File: src/rtl/alarma_temp_fsm.sv
// Operator-facing temperature alarm controller.
// Consumes debounced persistence flags and raw threshold flags, raises
// cold/hot alarms, waits for a run of in-range samples before clearing,
// then holds a blinking memory state until the operator acknowledges.
//
// state   | meaning
// --------+--------------------------------------------------------------
// NORMAL  | no alarm, all indicators off
// FRIO    | cold alarm active, LED steady, buzzer unless silenced
// CALOR   | hot alarm active, LED steady, buzzer unless silenced
// MEMORIA | alarm cleared but not acknowledged, LED blinking
module alarma_temp_fsm #(
  parameter int N_REC     = 4,
  parameter int BLINK_DIV = 8
) (
  input  logic       clk,
  input  logic       rst,
  input  logic       per_bajo,
  input  logic       per_alto,
  input  logic       es_bajo,
  input  logic       es_alto,
  input  logic       ack,
  output logic [2:0] estado,
  output logic       alarma_frio,
  output logic       alarma_calor,
  output logic       buzzer,
  output logic       led,
  output logic [7:0] n_eventos
);

  typedef enum logic [2:0] {
    NORMAL  = 3'd0,
    FRIO    = 3'd1,
    CALOR   = 3'd2,
    MEMORIA = 3'd3
  } state_t;

  localparam logic [3:0] REC_LAST   = 4'(N_REC - 1);
  localparam logic [7:0] BLINK_LAST = 8'(BLINK_DIV - 1);

  state_t     st;
  state_t     nxt;
  logic [3:0] rec_cnt;
  logic [3:0] rec_nxt;
  logic [7:0] blink_cnt;
  logic       silencio;
  logic       sil_nxt;
  logic       en_rango;
  logic       entra_alarma;
  logic       nxt_alarma;

  assign estado   = st;
  assign en_rango = !es_bajo && !es_alto;

  // Next-state, recovery counter and silence flag decisions.
  always_comb begin
    nxt     = NORMAL;
    rec_nxt = '0;
    case (st)
      NORMAL: begin
        if (per_alto)      nxt = CALOR;
        else if (per_bajo) nxt = FRIO;
        else               nxt = NORMAL;
      end
      FRIO, CALOR: begin
        nxt = st;
        if (per_alto)      nxt = CALOR;
        else if (per_bajo) nxt = FRIO;
        else if (en_rango) begin
          if (rec_cnt == REC_LAST) nxt = MEMORIA;
          else                     rec_nxt = rec_cnt + 4'd1;
        end
      end
      MEMORIA: begin
        if (per_alto)      nxt = CALOR;
        else if (per_bajo) nxt = FRIO;
        else if (ack)      nxt = NORMAL;
        else               nxt = MEMORIA;
      end
      default: nxt = NORMAL;
    endcase

    nxt_alarma   = (nxt == FRIO) || (nxt == CALOR);
    entra_alarma = nxt_alarma && (nxt != st);

    sil_nxt = silencio;
    if (entra_alarma)
      sil_nxt = 1'b0;
    else if (ack && (nxt == st) && ((st == FRIO) || (st == CALOR)))
      sil_nxt = 1'b1;
  end

  // State register and registered output decode.
  always_ff @(posedge clk) begin
    if (rst) begin
      st           <= NORMAL;
      rec_cnt      <= '0;
      blink_cnt    <= '0;
      silencio     <= 1'b0;
      alarma_frio  <= 1'b0;
      alarma_calor <= 1'b0;
      buzzer       <= 1'b0;
      led          <= 1'b0;
      n_eventos    <= '0;
    end else begin
      st           <= nxt;
      rec_cnt      <= rec_nxt;
      silencio     <= sil_nxt;
      alarma_frio  <= (nxt == FRIO);
      alarma_calor <= (nxt == CALOR);
      buzzer       <= nxt_alarma && !sil_nxt;

      if (nxt == MEMORIA) begin
        if (st != MEMORIA) begin
          blink_cnt <= '0;
          led       <= 1'b1;
        end else if (blink_cnt == BLINK_LAST) begin
          blink_cnt <= '0;
          led       <= ~led;
        end else begin
          blink_cnt <= blink_cnt + 8'd1;
        end
      end else begin
        blink_cnt <= '0;
        led       <= nxt_alarma;
      end

      if (entra_alarma && (n_eventos != 8'hFF))
        n_eventos <= n_eventos + 8'd1;
    end
  end

endmodule
File: config.mk
export PLATFORM = sky130hd
export DESIGN_NAME = alarma_temp_fsm
export DESIGN_NICKNAME = d
export VERILOG_FILES = /design/src/rtl/alarma_temp_fsm.sv
export SDC_FILE = /design/constraint.sdc
export NUM_CORES = 1
export LEC_CHECK = 0
export CAP_MARGIN = 10
export CORE_MARGIN = 1.5
export CORE_UTILIZATION = 50
export CTS_CLUSTER_DIAMETER = 120
export DETAILED_ROUTE_END_ITERATION = 10
export PLACE_DENSITY = 0.84
export SYNTH_ARGS = -nofsm -noshare
export SYNTH_HDL_FRONTEND = slang
export SYNTH_SLANG_ARGS = --single-unit
File: constraint.sdc
create_clock -name clk -period 4.6 [get_ports clk]
set_clock_uncertainty 0.15 [all_clocks]
set_input_delay 0.46 -clock clk [delete_from_list [all_inputs] [get_ports clk]]
set_output_delay 0.46 -clock clk [all_outputs]
set_load 0.05 [all_outputs]
Word-level counts from Yosys, hierarchy flattened
Cells that the tools add are included.
{"block": "word_totals", "out_inout_bits": 15, "wordCells": 59, "in_bits": 7, "register_bits": 28}
{"block": "op_classes", "add_sub_neg": 3, "bitwise_logic": 4, "reduce_logical": 15, "n_eq_ne": 13, "mux": 15}
{"operator": "8-bit by 1-bit adder with 8-bit output, second input constant", "n": 2}
{"operator": "3-bit by 2-bit equality test with 1-bit output, second input constant", "n": 4}
{"operator": "3-bit 2-to-1 mux", "n": 4}
{"operator": "3-bit case mux with 3 select lines", "n": 1}
{"operator": "8-bit by 3-bit equality test with 1-bit output, second input constant", "n": 1}
{"operator": "2-bit 2-to-1 mux", "n": 4}
{"operator": "8-bit inequality test, second input constant", "n": 1}
{"operator": "3-bit by 1-bit equality test with 1-bit output, second input constant", "n": 2}
{"operator": "1-bit logical AND", "n": 6}
{"operator": "1-bit 2-to-1 mux", "n": 6}
{"operator": "6-bit OR reduction", "n": 1}
{"operator": "4-bit by 1-bit adder with 4-bit output, second input constant", "n": 1}
{"operator": "4-bit by 2-bit equality test with 1-bit output, second input constant", "n": 1}
{"operator": "1-bit inverter", "n": 4}
{"operator": "4-bit OR reduction", "n": 1}
{"operator": "3-bit equality test", "n": 1}
{"operator": "1-bit logical NOT", "n": 3}
{"operator": "3-bit logical NOT", "n": 1}
{"operator": "3-bit by 1-bit inequality test with 1-bit output, second input constant", "n": 1}
{"operator": "3-bit by 2-bit inequality test with 1-bit output, second input constant", "n": 1}
{"operator": "3-bit inequality test", "n": 1}
{"operator": "1-bit logical OR", "n": 2}
{"operator": "2-bit OR reduction", "n": 1}

Longest topological paths before layout
{"block": "depth", "ltp_word": 13, "ltp_mapped": 8, "depth_no_buf": 7}

Worst setup path before layout
No wires, ideal clock.
{"block": "synth_path", "kind": "register to register", "startpoint": "register st[0], in the netlist estado[0]", "endpoint": "register n_eventos[6]", "path_stages_with_launch": 8, "arrival_ns": 2.235, "slack_ns": 2.124, "required_ns": 4.359, "setup_ns": 0.091, "synth_period_minus_slack_ns": 2.476, "path_cell_list": "dfxtp_1 -> buf_2 -> nand3b_1 -> a21o_1 -> a211o_1 -> buf_6 -> o41a_1 -> a311oi_1"}
{"block": "synth_via", "elab_chain_len": 9}
{"item": "start: declaration", "line": "41", "source": "state_t st;"}
{"item": "start signal: assignment", "line": "106", "source": "st <= nxt;"}
{"item": "3-bit 2-to-1 mux", "line": "70", "source": "if (rec_cnt == REC_LAST) nxt = MEMORIA;"}
{"item": "3-bit 2-to-1 mux", "line": "69", "source": "else if (en_rango) begin"}
{"item": "3-bit 2-to-1 mux", "line": "68", "source": "else if (per_bajo) nxt = FRIO;"}
{"item": "3-bit 2-to-1 mux", "line": "67", "source": "if (per_alto) nxt = CALOR;"}
{"item": "3-bit case mux with 3 select lines", "line": "59", "source": "case (st)"}
{"item": "3-bit by 1-bit equality test with 1-bit output / 3-bit by 2-bit equality test with 1-bit output (equally long branches)", "line": "83", "source": "nxt_alarma = (nxt == FRIO) || (nxt == CALOR);"}
{"item": "1-bit logical OR", "line": "83"}
{"item": "1-bit logical AND (*)", "line": "84", "source": "entra_alarma = nxt_alarma && (nxt != st);"}
{"item": "1-bit logical AND (*)", "line": "128", "source": "if (entra_alarma && (n_eventos != 8'hFF))"}
{"item": "end signal: assignment", "line": "129", "source": "n_eventos <= n_eventos + 8'd1;"}
{"item": "end: declaration", "line": "28", "source": "output logic [7:0] n_eventos"}
Every way passes the cells marked *; elsewhere a longest branch is shown, timed or not.
A chain may end at the register's enable or synchronous reset.

Worst setup path in the final report
{"block": "layout_path", "startpoint": "input port per_alto", "endpoint": "register n_eventos[3]"}
{"block": "layout_via", "elab_chain_len": 6}
{"item": "start: declaration", "line": "19", "source": "input logic per_alto,"}
{"item": "2-bit 2-to-1 mux (tied with other cells)", "line": "75", "source": "if (per_alto) nxt = CALOR;"}
{"item": "3-bit case mux with 3 select lines (*)", "line": "59"}
{"item": "3-bit by 1-bit equality test with 1-bit output / 3-bit by 2-bit equality test with 1-bit output (equally long branches)", "line": "83"}
{"item": "1-bit logical OR", "line": "83"}
{"item": "1-bit logical AND (*)", "line": "84"}
{"item": "1-bit logical AND (*)", "line": "128"}
Marks and branches as above.

==> reports/summary.txt <==
Seq pwr share - 62.0%
Max-slew violation count - 0
First-pass GRT wire length - 5.07 mm
Power Dens Cells - 248 nW/um^2
Clock share of power - 23.5%
Sw power - 108 uW
Crit path launch type - input pin
Critical path data arrival time - 2.78 ns
Total track usage - 19.9%
Synthesized Nets - 176
F_max - 373 MHz
Main flop type after synthesis - dfxtp_1
Final ANT Viol Nets - 0
CTS-repair resized insts - 0
Combinational group share of total power - 14.4%
Max Cap Viol - 0
Vias in the first global route - 1,141
First-pass DRT Iterations - 4
Top Ports - 22
Cells after Synth - 166
Grt ovf - 0
Die Ht - 56.2 um
Post-synth EDFFs - 0
LEAKAGE - 0.000555 uW
Final wirelength - 3.02 mm
HP Class - reg2reg
Fill count - 253
Switching Share - 26.5%
Floorplan row count - 19
Final Instance Count excl. Fillers - 215
CTS tree - yes
Register area share after synthesis - 39.7%
Internal power - 300 uW
CTS Sinks - 28
Clock slew at reported path FFs - 0.14 ns
GP Congestion - 0.845
Final Util - 60.9%
Clock Latency Late Sink - 0.32 ns
Wire per inst - 14.0 um
DR vias/cell - 5.93
Post-Syn Area - 1410 sq um
CTS buffer count - 3
Worst path required time - 4.70 ns
Initial antenna violation count - 0
DR DRC count - 0
Layout Area Growth over Synthesis - 16.8%
Critical path endpoint category - flip-flop
Crit-path max FO - 14
Largest net degree at the start of global routing - 17
Hold-fix buffers, CTS - 0
Initial Util - 52.1%
Final number of setup-violating endpoints - 0
RSZ-0062 raised after global routing - no
Post-Route Setup TNS - 0 ns
Synthesized flop and latch total - 28
Fraction of registers with async set/reset - 0%
Clk root buf - clkbuf_4
DP HPWL - 2.26 mm
Final layout net count - 196
Period utilization - 58.2%
Core Region - 2710 sq um
Synthesis Warnings - 0
Maximum clock path buffer count - 2
Die Wd - 56.2 um
Critical path type - in2reg
Crit path time final - 2.68 ns
N_diodes - 0
Status - complete, no violations
Cell variety after synth - 42
Final hold viol count - 0
Final Power - 409 uW
Number of DRC markers in iteration 0 - 59
Via Count - 1,274
Slew headroom - 58.3%
Cells after DPL - 212
Worst vdd ir - 0.256 mV
# Post-CTS Setup Buffers - 0
Die ar. - 3150 sq um
Htree depth - 1
Share of cells above drive strength 1 - 4.89%
Worst-Margin Slew - 0.621 ns
Syn avg cell area - 8.51 sq um
Port Buffers - 21
==> Yosys cell counts, types with 3 or more instances <==
cell      instances  area [sq um]
nor2b_1           6          37.5
buf_2             3          15.0
a21oi_1           9          45.0
a31oi_1           3          18.8
o31ai_1           4          30.0
nor3_1            6          30.0
inv_1             5          18.8
ha_1              3          37.5
o21ai_0           5          25.0
dfxtp_1          28           561
xnor2_1           3          26.3
nand2_1           7          26.3
xor2_1            7          61.3
or4_1             4          30.0
nand2b_1          7          43.8
nor2_1           20          75.1
nand3_1          15          75.1
==> layout make-up <==
class,instances,area (sq um),share of cell area [%]
Tap cell,31,38.8,2.35
Clock buffer,3,22.5,1.36
Inverter,5,18.8,1.14
Multi-Input combinational cell,127,800,48.4
Timing Repair Buffer,21,210,12.7
Sequential cell,28,561,34.0
==> state kept, by name, summed over array words and instances, names as in the netlist <==
signal / flops
alarma_calor: 1
alarma_frio: 1
blink_cnt: 8
buzzer: 1
estado: 3
led: 1
n_eventos: 8
rec_cnt: 4
silencio: 1
==> power by group through the flow <==
stage	combinational, uW	sequential, uW	clock [uW]
floorplan	25.3	272	0
global placement	56.7	258	0
CTS	59.1	253	101
global route	63.2	254	107
detailed placement	58.9	259	0
finish	59.0	253	96.2
==> metal layers <==
layer  vias up  wire length, um  track usage [%]
li1        633                -                -
met1       587             1250             25.2
met2        48             1530             33.6
met3         6              168             2.56
met4         0               62             8.84
met5         -                0                0
==> cell usage in the layout (no fill, tap or decap), types with 2 or more instances in the layout <==
| master | count |
|---|---|
| mux2_2 | 2 |
| o32ai_1 | 2 |
| ha_1 | 3 |
| o31ai_1 | 4 |
| nand2_1 | 7 |
| nand2b_1 | 7 |
| xor2_1 | 7 |
| a21oi_1 | 9 |
| a311oi_1 | 2 |
| nor3_1 | 6 |
| or3_1 | 2 |
| clkbuf_4 | 3 |
| nor2_1 | 20 |
| or4_1 | 4 |
| a31oi_1 | 3 |
| dfxtp_1 | 28 |
| nor2b_1 | 6 |
| xnor2_1 | 3 |
| o21ai_0 | 5 |
| and3_1 | 2 |
| nand3_1 | 15 |
| inv_1 | 5 |
| clkdlybuf4s50_1 | 21 |
==> cell families (layout without fill, tap and decap cells) <==
logic type                 count (synthesis)  count (layout)  synth area share [%]
DFF                                       28              28                  39.7
AOI/OAI and AO/OA                         34              34                  16.1
buffers and inverters                     11              29                  3.72
muxes                                      3               3                  2.30
and+or+nand+nor                           76              76                  29.1
adders and majority gates                  3               3                  2.66
other                                      1               1                 0.265
xor gates and xnor gates                  10              10                  6.20
==> metrics by stage <==
step	instance area (sq um)	hold slack [ns]	setup WS (ns)
2_1_floorplan	1410	0.263	2.12
3_3_place_gp	1630	0.278	1.72
3_5_place_dp	1630	0.292	1.61
4_1_cts	1650	0.312	1.97
5_1_grt	1650	0.328	1.79
6_report	1650	0.310	1.92
==> path summary, 6_finish.rpt <==
| check | slack, ns | cells past startpoint | to | startpoint |
|---|---|---|---|---|
| min | 0.31 | 1 | blink_cnt[0]$_SDFF_PP0_ | blink_cnt[0]$_SDFF_PP0_ |
| min reg2reg | 0.31 | 1 | blink_cnt[0]$_SDFF_PP0_ | blink_cnt[0]$_SDFF_PP0_ |
| max | 1.92 | 7 | n_eventos[3]$_SDFFE_PP0P_ | per_alto |
| max reg2reg | 2.02 | 7 | n_eventos[3]$_SDFFE_PP0P_ | rec_cnt[0]$_SDFF_PP0_ |
==> critical path: stages <==
cell	delay, ns
clkdlybuf4s50_1	0.58
nor2_1	0.27
o21ai_0	0.13
a21o_1	0.19
a211o_1	0.44
or4_1	0.55
a21oi_1	0.16
No activity file was read; power rests on OpenSTA's default activity.
==> edit, RTL diff (config.mk and constraints unchanged) <==
Make the reset (`rst`) asynchronous in one clocked block.
--- a/src/rtl/alarma_temp_fsm.sv
+++ b/src/rtl/alarma_temp_fsm.sv
@@ -91,7 +91,7 @@
   end
 
   // State register and registered output decode.
-  always_ff @(posedge clk) begin
+  always_ff @(posedge clk or posedge rst) begin
     if (rst) begin
       st           <= NORMAL;
       rec_cnt      <= '0;
Function: differs if rst is asserted again (counterexample within 4 cycles, from zero or initial values and one cycle with rst high); with rst held inactive, the same outputs for 10 cycles.
==> edit against the unedited design <==
  * Cell area rose by 3.0%
  * Hold slack improved by 1.7 ps
  * Sequential share of layout area rose by 7.3 points
  * Worst setup slack got worse by 100 ps
  * Sequential cell count did not move
  * Register-to-register slack got worse by 200 ps
  * Wire length fell by 4.3%
  * Area after synthesis rose by 2.7%
  * Largest cell class unchanged
Power is not compared: it rests on default switching activity, and its combinational part moved more than twofold at a synthesized area within 25%.
==> edit: results <==
[cells_and_area]
nNetsFinal = 169
final.fill_count = 231
num-nonclk-inverters = 4
clk_share = 0.0133
buffer_area_frac = 0.124
drive_gt1_frac = 0.0701
diodes = 0
fin_cells = 188
multi_input_gates = 101
seq_share = 0.412
finish.utilization = 0.616
multi_input_area_share = 0.419

[yosys]
synth.area.mux_share = 0.0198
syn_avg_cell_area_um2 = 10.6
async_reset_ff_frac = 1.00
synth_common_cells = 28 x dfrtp_1, 18 x nor2_1, 13 x xor2_1, 8 x nand3_1, 8 x nor3_1
yosys-top-cells-area = dfrtp_1 48%, xor2_1 7.8%, nor2_1 4.7%, nand3_1 2.8%, nor3_1 2.8%
synthAdderAreaFrac = 0.0259
synthXorXnorAreaFrac = 0.0905
ys_seq_area_frac = 0.483
synth_nets = 147
synth_cell_types = 43
ys.flop_type = dfrtp_1
synth_compound_area_frac = 0.0983

[global_route]
grt_use_total = 0.189
grt_pass1_wl_um = 4800
grt_pass1_vias = 1103
grt_max_degree = 29

[place]
placed_area_mm2 = 0.00168
place.gp.congestion = 0.881
dp_hpwl_um = 2070
pre_cts_ws_ps = 1500

[routing]
drt_iter0_markers = 45
wl_per_cell_um = 15.4
first_pass_iters = 5
vias = 1128

[critical_path]
startpoint_type = register
critPathTopFamily = multiplexers
cp-endpoint = n_eventos[1]$_DFFE_PP0P_
r2r_cells = 7
critPathSlowestCell = mux2i_2
worstPathArrival_ps = 2850
crit_path_max_fanout = 9
cpPeakStageDelay_ps = 520
timing.rr.start = rec_cnt[0]$_DFF_PP0_

[timing]
worst_slack_ps = 1820
holdWs_ps = 312
tightestPinTransition_ps = 1030

[outcome]
status = complete, no violations

[worst_hold_path]
hold_depth = 1
hold_end = blink_cnt[0]$_DFF_PP0_
min_from = blink_cnt[0]$_DFF_PP0_

[clock_tree]
ctsHoldBuffers = 0
cts_buffer_depth = 2

[pwr]
leakage_nw = 0.724

[floorplan]
dieArea_mm2 = 0.00323
-- edit: cell types whose count changed after synthesis, sizes merged, moves of 6 or more --
cell   unedited run  this run
xor2              7        13
o21ai             6         0
dfrtp             0        28
nand3            15         8
dfxtp            28         0
-- edit: logic make-up after synthesis --
kind of cell               count (synthesis)
buffers and inverters                      8
other                                      1
muxes                                      2
DFF                                       28
AOI/OAI and AO/OA                         14
and+or+nand+nor                           66
adders and majority gates                  3
xor gates and xnor gates                  15
-- edit: power by group through the flow --
stage          Combinational, mW  Clock [mW]  Sequential [mW]
2_1_floorplan             0.0786           0            0.452
3_3_place_gp               0.294           0            0.333
3_5_place_dp               0.301           0            0.335
4_1_cts                    0.304      0.0998            0.332
5_1_grt                    0.322       0.108            0.340
6_report                   0.303      0.0960            0.333
-- edit: routing by layer --
layer	vias to the layer above	share of wire	GRT usage	wire, µm
met5	-	0	0	0
met4	0	0.0087	0.0764	25
met1	543	0.44	0.240	1280
met3	8	0.060	0.0300	172
met2	54	0.49	0.321	1410
li1	523	-	-	-
